`config.mk`:
```
export PLATFORM = sky130hd
export DESIGN_NAME = keypad_scan_decoder_flat
export DESIGN_NICKNAME = d
export VERILOG_FILES = /design/src/rtl/keypad_scan_decoder_pkg.sv /design/src/rtl/keypad_scan_decoder_if.sv /design/src/rtl/keypad_scan_decoder_sync_2ff.sv /design/src/rtl/keypad_scan_decoder.sv /design/src/flat_wrapper.sv
export SDC_FILE = /design/constraint.sdc
export NUM_CORES = 1
export LEC_CHECK = 0
export BUFFER_PORTS_ARGS = -buffer_cell sky130_fd_sc_hd__clkbuf_2
export CORE_ASPECT_RATIO = 0.5
export CORE_UTILIZATION = 25
export DETAILED_ROUTE_END_ITERATION = 7
export PLACE_DENSITY_LB_ADDON = 0.15
export SKIP_CTS_REPAIR_TIMING = 1
export SYNTH_ARGS = -nofsm -noshare
export SYNTH_HDL_FRONTEND = slang
export SYNTH_SLANG_ARGS = --single-unit
export TNS_END_PERCENT = 10
```
`constraint.sdc`:
```
create_clock -name clk -period 1.95 [get_ports clk]
set_input_delay 0.0975 -clock clk [delete_from_list [all_inputs] [get_ports clk]]
set_output_delay 0.0975 -clock clk [all_outputs]
set_load 0.005 [all_outputs]
```
`src/rtl/keypad_scan_decoder_pkg.sv`:
```
`default_nettype none
// ============================================================================
// Module      : keypad_scan_decoder_pkg
// Description : Shared FSM encoding, key-code constants and 4x4 key map for
//               the keypad scan decoder.
// Revision    : 1.0 - initial release
// ============================================================================
package keypad_scan_decoder_pkg;

    typedef enum logic [1:0] {
        ST_SCAN       = 2'd0,
        ST_PRESS_DB   = 2'd1,
        ST_PRESSED    = 2'd2,
        ST_RELEASE_DB = 2'd3
    } state_t;

    localparam logic [3:0] KEY_STAR = 4'hE;
    localparam logic [3:0] KEY_HASH = 4'hF;

    // Indexed by {row_index, col_index}; element 0 is row 0 / column 0.
    localparam logic [15:0][3:0] c_key_map = {
        4'hD, KEY_HASH, 4'h0, KEY_STAR,   // row 3
        4'hC, 4'h9,     4'h8, 4'h7,       // row 2
        4'hB, 4'h6,     4'h5, 4'h4,       // row 1
        4'hA, 4'h3,     4'h2, 4'h1        // row 0
    };

    // Lowest-index active-low row bit; only meaningful when some bit is low.
    function automatic logic [1:0] lowest_low_row(input logic [3:0] r);
        if (!r[0])      return 2'd0;
        else if (!r[1]) return 2'd1;
        else if (!r[2]) return 2'd2;
        else            return 2'd3;
    endfunction

endpackage
`default_nettype wire

```
`src/rtl/keypad_scan_decoder_if.sv`:
```
`default_nettype none
// ============================================================================
// Module      : keypad_scan_decoder_if
// Description : Decoded-key handshake between the scanner and its consumer.
// Revision    : 1.0 - initial release
// ============================================================================
interface keypad_scan_decoder_if;

    logic       key_valid;
    logic [3:0] key_code;
    logic       key_ack;
    logic       key_held;
    logic       overrun;

    modport master (
        output key_valid,
        output key_code,
        output key_held,
        output overrun,
        input  key_ack
    );

    modport slave (
        input  key_valid,
        input  key_code,
        input  key_held,
        input  overrun,
        output key_ack
    );

endinterface
`default_nettype wire

```
`src/rtl/keypad_scan_decoder_sync_2ff.sv`:
```
`default_nettype none
// ============================================================================
// Module      : sync_2ff
// Description : Two-flop synchronizer for asynchronous level inputs.
// Revision    : 1.0 - initial release
// ============================================================================
module sync_2ff #(
    parameter int               WIDTH     = 4,
    parameter logic [WIDTH-1:0] RESET_VAL = '1
) (
    input  wire logic             clk,
    input  wire logic             rst,
    input  wire logic [WIDTH-1:0] d,
    output logic      [WIDTH-1:0] q
);

    logic [WIDTH-1:0] r_meta;
    logic [WIDTH-1:0] r_sync;

    // Two back-to-back flops; reset value matches the idle level of the input.
    always_ff @(posedge clk) begin
        if (!rst) begin
            r_meta <= RESET_VAL;
            r_sync <= RESET_VAL;
        end else begin
            r_meta <= d;
            r_sync <= r_meta;
        end
    end

    assign q = r_sync;

endmodule
`default_nettype wire

```
`src/rtl/keypad_scan_decoder.sv`:
```
`default_nettype none
// ============================================================================
// Module      : keypad_scan_decoder
// Description : 4x4 matrix keypad column scanner with press/release debounce,
//               key decoding and a valid/ack handshake with overrun flag.
// Revision    : 1.0 - initial release
// ============================================================================
module keypad_scan_decoder
    import keypad_scan_decoder_pkg::*;
#(
    parameter int SCAN_DIV = 50_000,
    parameter int DEBOUNCE = 20
) (
    input  wire logic       clk,
    input  wire logic       rst,
    input  wire logic       en,
    input  wire logic [3:0] row,
    output logic      [3:0] col,
    keypad_scan_decoder_if.master kif
);

    localparam int DIV_W = (SCAN_DIV > 1) ? $clog2(SCAN_DIV) : 1;
    localparam int DB_W  = $clog2(DEBOUNCE + 1);
    localparam logic [DIV_W-1:0] c_dwell_last = DIV_W'(SCAN_DIV - 1);
    localparam logic [DB_W-1:0]  c_db_last    = DB_W'(DEBOUNCE - 1);

    state_t            r_state, w_state_nxt;
    logic [DIV_W-1:0]  r_dwell;
    logic [1:0]        r_col_idx, w_col_idx_nxt;
    logic [DB_W-1:0]   r_db_cnt, w_db_cnt_nxt;
    logic [3:0]        r_row_lat, w_row_lat_nxt;
    logic [3:0]        w_row_s;
    logic              w_dwell_end;
    logic              w_row_idle;
    logic              w_accept;
    logic              w_release;
    logic              r_accept_d;
    logic              r_key_valid;
    logic [3:0]        r_key_code;
    logic              r_key_held;
    logic              r_overrun;

    sync_2ff #(
        .WIDTH     (4),
        .RESET_VAL (4'hF)
    ) u_sync (
        .clk (clk),
        .rst (rst),
        .d   (row),
        .q   (w_row_s)
    );

    assign w_dwell_end = en && (r_dwell == c_dwell_last);
    assign w_row_idle  = &w_row_s;
    assign col         = en ? ~(4'b0001 << r_col_idx) : 4'hF;

    // Dwell timer; disabling scan rewinds it so re-enable starts a full dwell.
    always_ff @(posedge clk) begin
        if (!rst || !en || w_dwell_end) r_dwell <= '0;
        else                            r_dwell <= r_dwell + DIV_W'(1);
    end

    // FSM, column index, debounce count and latched row pattern registers.
    always_ff @(posedge clk) begin
        if (!rst) begin
            r_state   <= ST_SCAN;
            r_col_idx <= 2'd0;
            r_db_cnt  <= '0;
            r_row_lat <= 4'hF;
        end else begin
            r_state   <= w_state_nxt;
            r_col_idx <= w_col_idx_nxt;
            r_db_cnt  <= w_db_cnt_nxt;
            r_row_lat <= w_row_lat_nxt;
        end
    end

    // Next-state logic evaluated only on the single row sample per dwell.
    // Release counting includes the all-high sample that leaves PRESSED.
    always_comb begin
        w_state_nxt   = r_state;
        w_col_idx_nxt = r_col_idx;
        w_db_cnt_nxt  = r_db_cnt;
        w_row_lat_nxt = r_row_lat;
        w_accept      = 1'b0;
        w_release     = 1'b0;
        if (w_dwell_end) begin
            case (r_state)
                ST_SCAN: begin
                    if (!w_row_idle) begin
                        w_row_lat_nxt = w_row_s;
                        w_db_cnt_nxt  = '0;
                        w_state_nxt   = ST_PRESS_DB;
                    end else begin
                        w_col_idx_nxt = r_col_idx + 2'd1;
                    end
                end
                ST_PRESS_DB: begin
                    if (w_row_s == r_row_lat) begin
                        if (r_db_cnt == c_db_last) begin
                            w_db_cnt_nxt = '0;
                            w_state_nxt  = ST_PRESSED;
                            w_accept     = 1'b1;
                        end else begin
                            w_db_cnt_nxt = r_db_cnt + DB_W'(1);
                        end
                    end else begin
                        w_db_cnt_nxt  = '0;
                        w_col_idx_nxt = r_col_idx + 2'd1;
                        w_state_nxt   = ST_SCAN;
                    end
                end
                ST_PRESSED: begin
                    if (w_row_idle) begin
                        w_db_cnt_nxt = DB_W'(1);
                        w_state_nxt  = ST_RELEASE_DB;
                    end
                end
                ST_RELEASE_DB: begin
                    if (w_row_idle) begin
                        if (r_db_cnt >= c_db_last) begin
                            w_db_cnt_nxt  = '0;
                            w_col_idx_nxt = r_col_idx + 2'd1;
                            w_state_nxt   = ST_SCAN;
                            w_release     = 1'b1;
                        end else begin
                            w_db_cnt_nxt = r_db_cnt + DB_W'(1);
                        end
                    end else begin
                        w_db_cnt_nxt = '0;
                        w_state_nxt  = ST_PRESSED;
                    end
                end
                default: w_state_nxt = ST_SCAN;
            endcase
        end
    end

    // Key code and held flag update at PRESSED entry; valid follows a cycle later.
    always_ff @(posedge clk) begin
        if (!rst) begin
            r_key_code <= 4'h0;
            r_key_held <= 1'b0;
            r_accept_d <= 1'b0;
        end else begin
            r_accept_d <= w_accept;
            if (w_accept) begin
                r_key_code <= c_key_map[{lowest_low_row(r_row_lat), r_col_idx}];
                r_key_held <= 1'b1;
            end else if (w_release) begin
                r_key_held <= 1'b0;
            end
        end
    end

    // Valid/ack handshake; an ack coinciding with a new key does not overrun.
    always_ff @(posedge clk) begin
        if (!rst) begin
            r_key_valid <= 1'b0;
            r_overrun   <= 1'b0;
        end else begin
            if (r_accept_d) begin
                r_key_valid <= 1'b1;
                if (r_key_valid && !kif.key_ack) r_overrun <= 1'b1;
            end else if (kif.key_ack) begin
                r_key_valid <= 1'b0;
            end
        end
    end

    assign kif.key_valid = r_key_valid;
    assign kif.key_code  = r_key_code;
    assign kif.key_held  = r_key_held;
    assign kif.overrun   = r_overrun;

endmodule
`default_nettype wire

```
`src/flat_wrapper.sv`:
```
// flat-port wrapper written by rule: the top's interface ports become plain ports
module keypad_scan_decoder_flat import keypad_scan_decoder_pkg::*;
#(
    parameter int SCAN_DIV = 50_000,
    parameter int DEBOUNCE = 20
)
  (clk, rst, en, row, col, kif_key_valid, kif_key_code, kif_key_held, kif_overrun, kif_key_ack);
  keypad_scan_decoder_if kif_i ();
  input  wire logic clk;
  input  wire logic rst;
  input  wire logic en;
  input  wire logic [3:0] row;
  output logic      [3:0] col;
  output wire logic [$bits(kif_i.key_valid)-1:0] kif_key_valid;
  output wire logic [$bits(kif_i.key_code)-1:0] kif_key_code;
  output wire logic [$bits(kif_i.key_held)-1:0] kif_key_held;
  output wire logic [$bits(kif_i.overrun)-1:0] kif_overrun;
  input wire logic [$bits(kif_i.key_ack)-1:0] kif_key_ack;
  assign kif_key_valid = kif_i.key_valid;
  assign kif_key_code = kif_i.key_code;
  assign kif_key_held = kif_i.key_held;
  assign kif_overrun = kif_i.overrun;
  assign kif_i.key_ack = kif_key_ack;
  keypad_scan_decoder #(.SCAN_DIV(SCAN_DIV), .DEBOUNCE(DEBOUNCE)) u_core (.clk(clk), .rst(rst), .en(en), .row(row), .col(col), .kif(kif_i));
endmodule
```
; ---- Yosys cells after proc, flatten, opt, wreduce, memory -nomap -nowiden
; Memories as Yosys holds them, arrays and structs flattened. A register that Yosys moved wholly into a read port is not among the register bits.
; Cells that the tools add are included.
; Widths: inputs -> output; s select.
[word_totals]
regBits = 41
romBits = 64
in_bits = 8
output_inout_bits = 11
word_cells = 88
memories = 1
[memory_table]
columns = name, depth, width, rd, rd_clocked_by_memory_dff, write_ports, line_no
row1 = (no name shown), 16, 4, 1, 1, 0, keypad_scan_decoder.sv:148  ; r_key_code <= c_key_map[{lowest_low_row(r_row_lat), r_col_idx}];
[op_classes]
addsub = 3
magnitude_cmp = 1
eq_ne = 14
shifts = 1
muxes = 37
n_bitwise = 2
n_reduce_logical = 18
[ops]
columns = op, n
row1 = $mux 5, 6
row2 = $mux 2, 14
row3 = $pmux 5 s4, 1
row4 = $add 16x1->16 const B, 1
row5 = $eq 16x16->1 const B, 1
row6 = $mux 1, 13
row7 = $ne 2x1->1 const B, 4
row8 = $pmux 2 s4, 1
row9 = $ne 3x3->1 const B, 2
row10 = $pmux 2 s3, 1
row11 = $reduce_and 3->1, 2
row12 = $reduce_and 6->1, 1
row13 = $add 5x1->5 const B, 1
row14 = $eq 5x5->1 const B, 1
row15 = $ge 5x5->1 const B, 1
row16 = $reduce_and 5->1, 1
row17 = $eq 2x2->1 const B, 2
row18 = $eq 4x4->1, 1
row19 = $logic_not 1->1, 4
row20 = $mux 4, 1
row21 = $ne 2x2->1 const B, 2
row22 = $not 4->4, 1
row23 = $reduce_and 4->1, 1
row24 = $reduce_bool 2->1, 2
row25 = other kinds (9), 11

; ---- Longest topological paths before layout
; Gate-level depths: netlist of the first run.
[logic_depth]
depth_word = 7
ltp_mapped = 7
depth_no_buf = 7

; ---- Cells and area by module
; A second synthesis of the first run with hierarchy kept.
[unflattened]
hier_cells = 244
hier_area_um2 = 2162.1
[by_module_without_submodules]
columns = mod, n_inst, cells_each, area_per_inst_um2, seq_area_each_um2
row1 = keypad_scan_decoder, 1, 228, 1951.9, 740.7
row2 = sync_2ff, 1, 16, 210.2, 160.2

; ---- Least setup slack after synthesis of the first run
; No wires, ideal clock.
[synth_timing]
path_kind = reg2reg
from = register u_core.r_dwell[0]
to = register u_core.r_key_code[2], in the netlist u_core.kif.key_code[2]
setup_ns = 0.072
arrival_time_ns = 1.790
required_time_ns = 1.878
slack_ns = 0.088
stages_incl_launch_ff = 7
path_buffers = 0
period_less_slack_ns = 1.862
path_cell_list = dfxtp_1 > ha_1 > nand3_4 > nor4_4 > nand3_1 > or4_1 > a21oi_1
[synth_via]
elab_chain_cells = 3
[synth_lines]
columns = item, line_no
row1 = start: declaration, keypad_scan_decoder.sv:28  ; logic [DIV_W-1:0] r_dwell;
row2 = start signal: assignment, keypad_scan_decoder.sv:60  ; else r_dwell <= r_dwell + DIV_W'(1);
row3 = $eq 16x16->1, keypad_scan_decoder.sv:53  ; assign w_dwell_end = en && (r_dwell == c_dwell_last);
row4 = $logic_and 1x1->1, keypad_scan_decoder.sv:53
row5 = $mux 1, keypad_scan_decoder.sv:87  ; if (w_dwell_end) begin
row6 = end: declaration, keypad_scan_decoder.sv:39  ; logic [3:0] r_key_code;
; No other way between the ends.
; A chain may end at the register's enable or synchronous reset.

; ---- Final worst setup path of the first run
[layout_timing]
from = register u_core.r_dwell[1]
to = register u_core.r_key_code[2], in the netlist u_core.kif.key_code[2]
; Same word-level chain as after synthesis.

==> results of run 1 <==
==> state kept, by name, summed over array words and instances (netlist names) <==
| register | cells |
|---|---|
| u_core.r_row_lat | 4 |
| u_core.kif.key_valid | 1 |
| u_core.kif.overrun | 1 |
| u_core.u_sync.r_meta | 4 |
| u_core.r_dwell | 16 |
| u_core.u_sync.q | 4 |
| u_core.r_accept_d | 1 |
| u_core.r_state | 2 |
| u_core.kif.key_held | 1 |
| u_core.kif.key_code | 4 |
| u_core.r_db_cnt | 5 |
| u_core.r_col_idx | 2 |
==> worst paths after layout <==
check / slack (ns) / to
worst max-delay path: 0.03 / u_core.kif.key_code[2]
worst min-delay path: -0.005 / u_core.u_sync.r_meta[1]
worst max register to register: 0.03 / u_core.kif.key_code[2]
worst min register to register: 0.41 / u_core.u_sync.q[3]
==> worst register-to-register path, stage by stage (launching register included) <==
cell	delay, ns
dfxtp_4	0.37
ha_4	0.15
nand3_4	0.08
nor4_4	0.37
nand3_2	0.21
or4_1	0.55
a21oi_1	0.12
==> report_power, final <==
| group | switching, W | leakage [nW] | internal (W) | total [W] |
|---|---|---|---|---|
| sequential | 0.00000587 | 0.366 | 0.000928 | 0.000934 |
| combinational | 0.0000430 | 0.677 | 0.0000367 | 0.0000797 |
| clock | 0.000369 | 0.0944 | 0.000739 | 0.00111 |
==> kinds of logic (layout without fill, tap and decap cells) <==
kind of cell	after synthesis	after routing
AOI/OAI and AO/OA	35	35
DFF	45	45
buffers and inverters	19	66
muxes	9	9
and+or+nand+nor	118	118
adders and majority gates	8	8
xor gates and xnor gates	19	19
==> stage by stage <==
| step | setup WS (ns) | total power, W | std cells | hold slack [ns] |
|---|---|---|---|---|
| 6_report | 0.0326 | 0.00212 | 417 | -0.00512 |
| 5_1_grt | -0.0891 | 0.00220 | 417 | 0.00287 |
| 4_1_cts | 0.00898 | 0.00214 | 411 | -0.0147 |
| 3_5_place_dp | 0.0431 | 0.00103 | 403 | 0.284 |
| 3_3_place_gp | 0.0982 | 0.00103 | 403 | 0.280 |
| 2_1_floorplan | 0.0880 | 0.000996 | 253 | 0.171 |
==> layer usage <==
metal  global-route usage  part of all wire  wire (µm)
met1                0.161              0.54       2710
met2                0.171              0.42       2140
met3               0.0402             0.034        169
met4               0.0222            0.0044         22
met5                    0                 0          0
==> layout make-up <==
class                   instances  area [µm²]  share of cell area
repair buffers                 49         344               0.117
clock buffers                   5         125              0.0424
multi-input cells             189        1320               0.449
well taps                     117         146              0.0497
clock inverters                 3        68.8              0.0233
flip-flops and latches         45         906               0.307
inverters                       9        33.8              0.0115
==> placed cells by master (no fill, tap or decap), drive strengths merged, types with 7 or more instances in the layout <==
master  instances
clkbuf         23
buf            29
inv             9
nand2b          8
nor2           32
dfxtp          45
xor2           11
nor3            7
mux2i           8
ha              8
xnor2           8
nand2          30
a21oi           7
nand3          15
==> results.json, run 1 <==
{
  "outcome": "finished, violations left",
  "violations": "hold timing",
  "muxShareOfSynthArea": 0.0404,
  "slew_headroom": 0.744,
  "fp.dieH_um": 69.2,
  "skew_ns": 0.00543,
  "holdWs_ns": -0.00512,
  "synth_area_leader_cell": "dfxtp_1",
  "synthesis.area_um2": 2260,
  "hold_violations": 2,
  "power_density_nw_per_um2": 720,
  "dieArea_um2": 9450,
  "syn-instance-count": 253,
  "yosys-top-cells-count": "45 x dfxtp_1, 32 x nor2_1, 30 x nand2_1",
  "synthArstFlopShare": 0,
  "slowest_delay_ns": 0.54,
  "antenna_found_initial": 0,
  "synth_edf_count": 0,
  "synth_area_per_cell_um2": 8.94,
  "die_x_um": 136,
  "worst_slew_pin_slew_ns": 0.381,
  "fmax_ghz": 0.522,
  "synth_top_family_by_area": "simple AND/OR/NAND/NOR gates",
  "cts_sinks": 45,
  "via_per_inst": 4.41,
  "cts_max_level": 2,
  "synth_fp_nets": 269,
  "drv_cap": 0,
  "pin_count": 19,
  "hpwlAfterDp_mm": 3.78,
  "setup_tns_ns": 0,
  "yosysMostFrequentCell": "dfxtp_1",
  "postRouteWirelength_mm": 5.04,
  "clock_latency_ns": 0.29,
  "synth-compound-area-share": 0.112,
  "drcViolationCount": 0,
  "holdPathStages": 2,
  "end_kind": "register",
  "worstPathCellList": "ha_4 -> nand3_4 -> nor4_4 -> nand3_2 -> or4_1 -> a21oi_1",
  "crit_buf_inv": 0,
  "min_period_ns": 1.92,
  "numCtsBuffers": 5,
  "min_path_type": "input pin to register",
  "ys_seq_area_frac": 0.398,
  "startpoint_type": "register",
  "p_leak_nw": 1.14,
  "crit_type": "register to register",
  "gp_congestion": 0.759,
  "required_ns": 2.16,
  "final_area_um2": 2950,
  "std_cell_rows": 24,
  "post_drt_wl_per_cell_um": 12.1,
  "synth-seq-cells": 45,
  "drive_gt1_frac": 0.257,
  "arrival_ns": 2.13,
  "dr.pass1.iters": 4,
  "startpoint": "u_core.r_dwell[1]",
  "cts.clk_slew.worst_paths_ns": 0.07,
  "critPathSlowestCell": "or4_1",
  "drt-initial-drc-count": 101,
  "slew_violations": 0,
  "syn_to_final_growth_pct": 30.4,
  "synth_xor_area_frac": 0.0769,
  "n_antenna_cell": 0,
  "yosys.area_share.adder": 0.0443,
  "core-area_um2": 8740,
  "irDropWorstVdd_v": 0.000358,
  "layout.nets": 315,
  "dpl_cell_area_um2": 2630,
  "r2r-start": "u_core.r_dwell[1]",
  "initial_core_util": 0.259,
  "cts_buffer_depth": 2,
  "yosysUniqueCellTypes": 53,
  "r2r_cells": 6,
  "crit_family": "simple AND/OR/NAND/NOR gates",
  "fin_crit_sh": 0.983,
  "rsz0062_at_grt": "true",
  "grt_pass1_vias": 1768,
  "grt_max_degree": 23,
  "ys_warn_count": 0,
  "yosysTopAreaCellShare": 0.398,
  "vias": 1841,
  "final_util": 0.337,
  "synthTopCellsByArea": "dfxtp_1 40%, nor2_1 5.3%, nand2_1 5.0%, ha_1 4.4%, xor2_1 4.3%",
  "grt.overflow.total": 0,
  "cts_tree": "built",
  "worstPathMaxFanout": 5,
  "gr-usage-all-layers": 0.116,
  "synth_simple_gate_area_share": 0.284,
  "ant_nets": 0,
  "fillers": 899,
  "setup_violations": 0,
  "grt_pass1_wl_mm": 8.52,
  "path_depth": 6,
  "worstHoldStart": "row[1]",
  "ys.flop_type": "dfxtp_1",
  "port_buffers": 18,
  "root_buffer": "clkbuf_16"
}
(Power assumes the default switching activity.)
==> inputs of run 2 (changes only) <==
Settings changed: CTS_CLUSTER_SIZE set to 40.
Clock period 1.95 ns to 1.8 ns, I/O delays scaled along.
==> results.json, run 2 (synthesized netlist as in run 1, its figures left out) <==
{
  "outcome": "finished, violations left",
  "violations": "hold timing, setup timing",
  "arrival_ns": 2.14,
  "ant_nets": 0,
  "critPathSlowestCell": "or4b_1",
  "irDropWorstVdd_v": 0.000348,
  "power_density_nw_per_um2": 663,
  "via_per_inst": 4.43,
  "cts_tree": "built",
  "fmax_ghz": 0.520,
  "postRouteWirelength_mm": 5.21,
  "largest_reg_flops": 16,
  "r2r-start": "u_core.r_dwell[1]",
  "antenna_found_initial": 0,
  "dr.pass1.iters": 4,
  "rsz0062_at_grt": "true",
  "grt_pass1_wl_mm": 8.60,
  "cts_sinks": 45,
  "syn_to_final_growth_pct": 35.3,
  "r2r_setup_slack_ns": -0.12,
  "layout.nets": 336,
  "cts.clk_slew.worst_paths_ns": 0.06,
  "dp_slack_ns": -0.108,
  "numCtsBuffers": 5,
  "crit_buf_inv": 1,
  "setup_violations": 6,
  "most-common-layout-cells": "47 x buf_4, 42 x dfxtp_1, 32 x nor2_1",
  "pin_count": 19,
  "fin_cells": 437,
  "skew_ns": 0.00781,
  "end_kind": "register",
  "vias": 1936,
  "min_period_ns": 1.92,
  "reg_top3": "u_core.r_dwell x16, u_core.r_db_cnt x5",
  "crit_family": "simple AND/OR/NAND/NOR gates",
  "hold_violations": 1,
  "slew_headroom": 0.738,
  "die_x_um": 136,
  "hpwlAfterDp_mm": 3.94,
  "fin_crit_sh": 1.07,
  "final_util": 0.350,
  "drive_gt1_frac": 0.300,
  "fin_ws_ns": -0.122,
  "worst_slew_pin_slew_ns": 0.393,
  "required_ns": 2.02,
  "worstHoldEndpoint": "u_core.u_sync.r_meta[1]",
  "min_path_type": "input pin to register",
  "fillers": 899,
  "drt-initial-drc-count": 107,
  "holdWs_ns": -0.00248,
  "worstPathMaxFanout": 5,
  "drcViolationCount": 0,
  "grt.overflow.total": 0,
  "cts_buffer_depth": 2,
  "fp.dieH_um": 69.2,
  "drv_cap": 0,
  "post_drt_wl_per_cell_um": 11.9,
  "p_leak_nw": 1.22,
  "slowest_delay_ns": 0.53,
  "gr-usage-all-layers": 0.120,
  "grt_pass1_vias": 1796,
  "setup_tns_ns": -0.459,
  "core-area_um2": 8740,
  "port_buffers": 18,
  "top_register": "u_core.r_dwell",
  "worstHoldStart": "row[1]",
  "n_antenna_cell": 0,
  "dpl.cell_count": 426,
  "root_buffer": "clkbuf_16",
  "r2r-end": "u_core.r_db_cnt[3]",
  "r2r_cells": 7,
  "std_cell_rows": 24,
  "worstPathCellList": "ha_4 -> nand3_4 -> nor4_4 -> buf_4 -> o2111ai_4 -> or4b_1 -> a31oi_1",
  "grt_max_degree": 23,
  "holdPathStages": 2,
  "gp_congestion": 0.794,
  "initial_core_util": 0.259,
  "dieArea_um2": 9450,
  "final_common_cell": "buf_4",
  "total_power_w": 0.00203,
  "clock_latency_ns": 0.29,
  "startpoint_type": "register",
  "crit_type": "register to register",
  "slew_violations": 0,
  "cts_max_level": 2
}
-- run 2: changes by cell type in the layout (fill, tap and decap cells not counted), sizes merged --
cell	delta
clkbuf	+2
bufinv	-2
dlygate4sd3	+1
inv	-1
buf	+20
-- run 2: layer usage --
metal / part of all wire / track usage
met5: 0 / 0
met4: 0.018 / 0.0481
met3: 0.033 / 0.0395
met2: 0.42 / 0.172
met1: 0.53 / 0.164
-- run 2: power breakdown --
part | total [W] | switching (W) | internal [W]
Combinational | 0.0000940 | 0.0000487 | 0.0000452
Sequential | 0.00101 | 0.00000632 | 0.00101
Clock | 0.000920 | 0.000374 | 0.000546
Total | 0.00203 | 0.000429 | 0.00160
-- run 2: how the worst max path moves through the flow --
stage / startpoint / to / slack [ns] / cells after the start
after floorplan: u_core.r_dwell[0] / u_core.kif.key_code[2] / -0.06 / 6
after global placement: u_core.r_dwell[0] / u_core.r_db_cnt[4] / -0.05 / 7
after detailed placement: u_core.r_dwell[0] / u_core.r_db_cnt[3] / -0.11 / 7
after CTS: u_core.r_dwell[0] / u_core.r_db_cnt[3] / -0.12 / 7
after global routing: u_core.r_dwell[1] / u_core.r_db_cnt[4] / -0.24 / 7
final: u_core.r_dwell[1] / u_core.r_db_cnt[3] / -0.12 / 7
-- run 2: metrics by stage --
step	instance area, µm²	hold slack [ns]
floorplan	2260	0.163
global placement	2800	0.272
detailed placement	2800	0.274
CTS	2950	-0.0231
global route	3060	0.00121
finish	3060	-0.00248
-- run 2: cell type report --
class / instances / area (µm²) / share of cell area
Timing Repair Buffer: 70 / 504 / 0.165
Inverter: 9 / 33.8 / 0.0110
Tap cell: 117 / 146 / 0.0479
Clock buffer: 7 / 143 / 0.0466
Sequential cell: 45 / 905 / 0.296
Multi-Input combinational cell: 189 / 1330 / 0.434
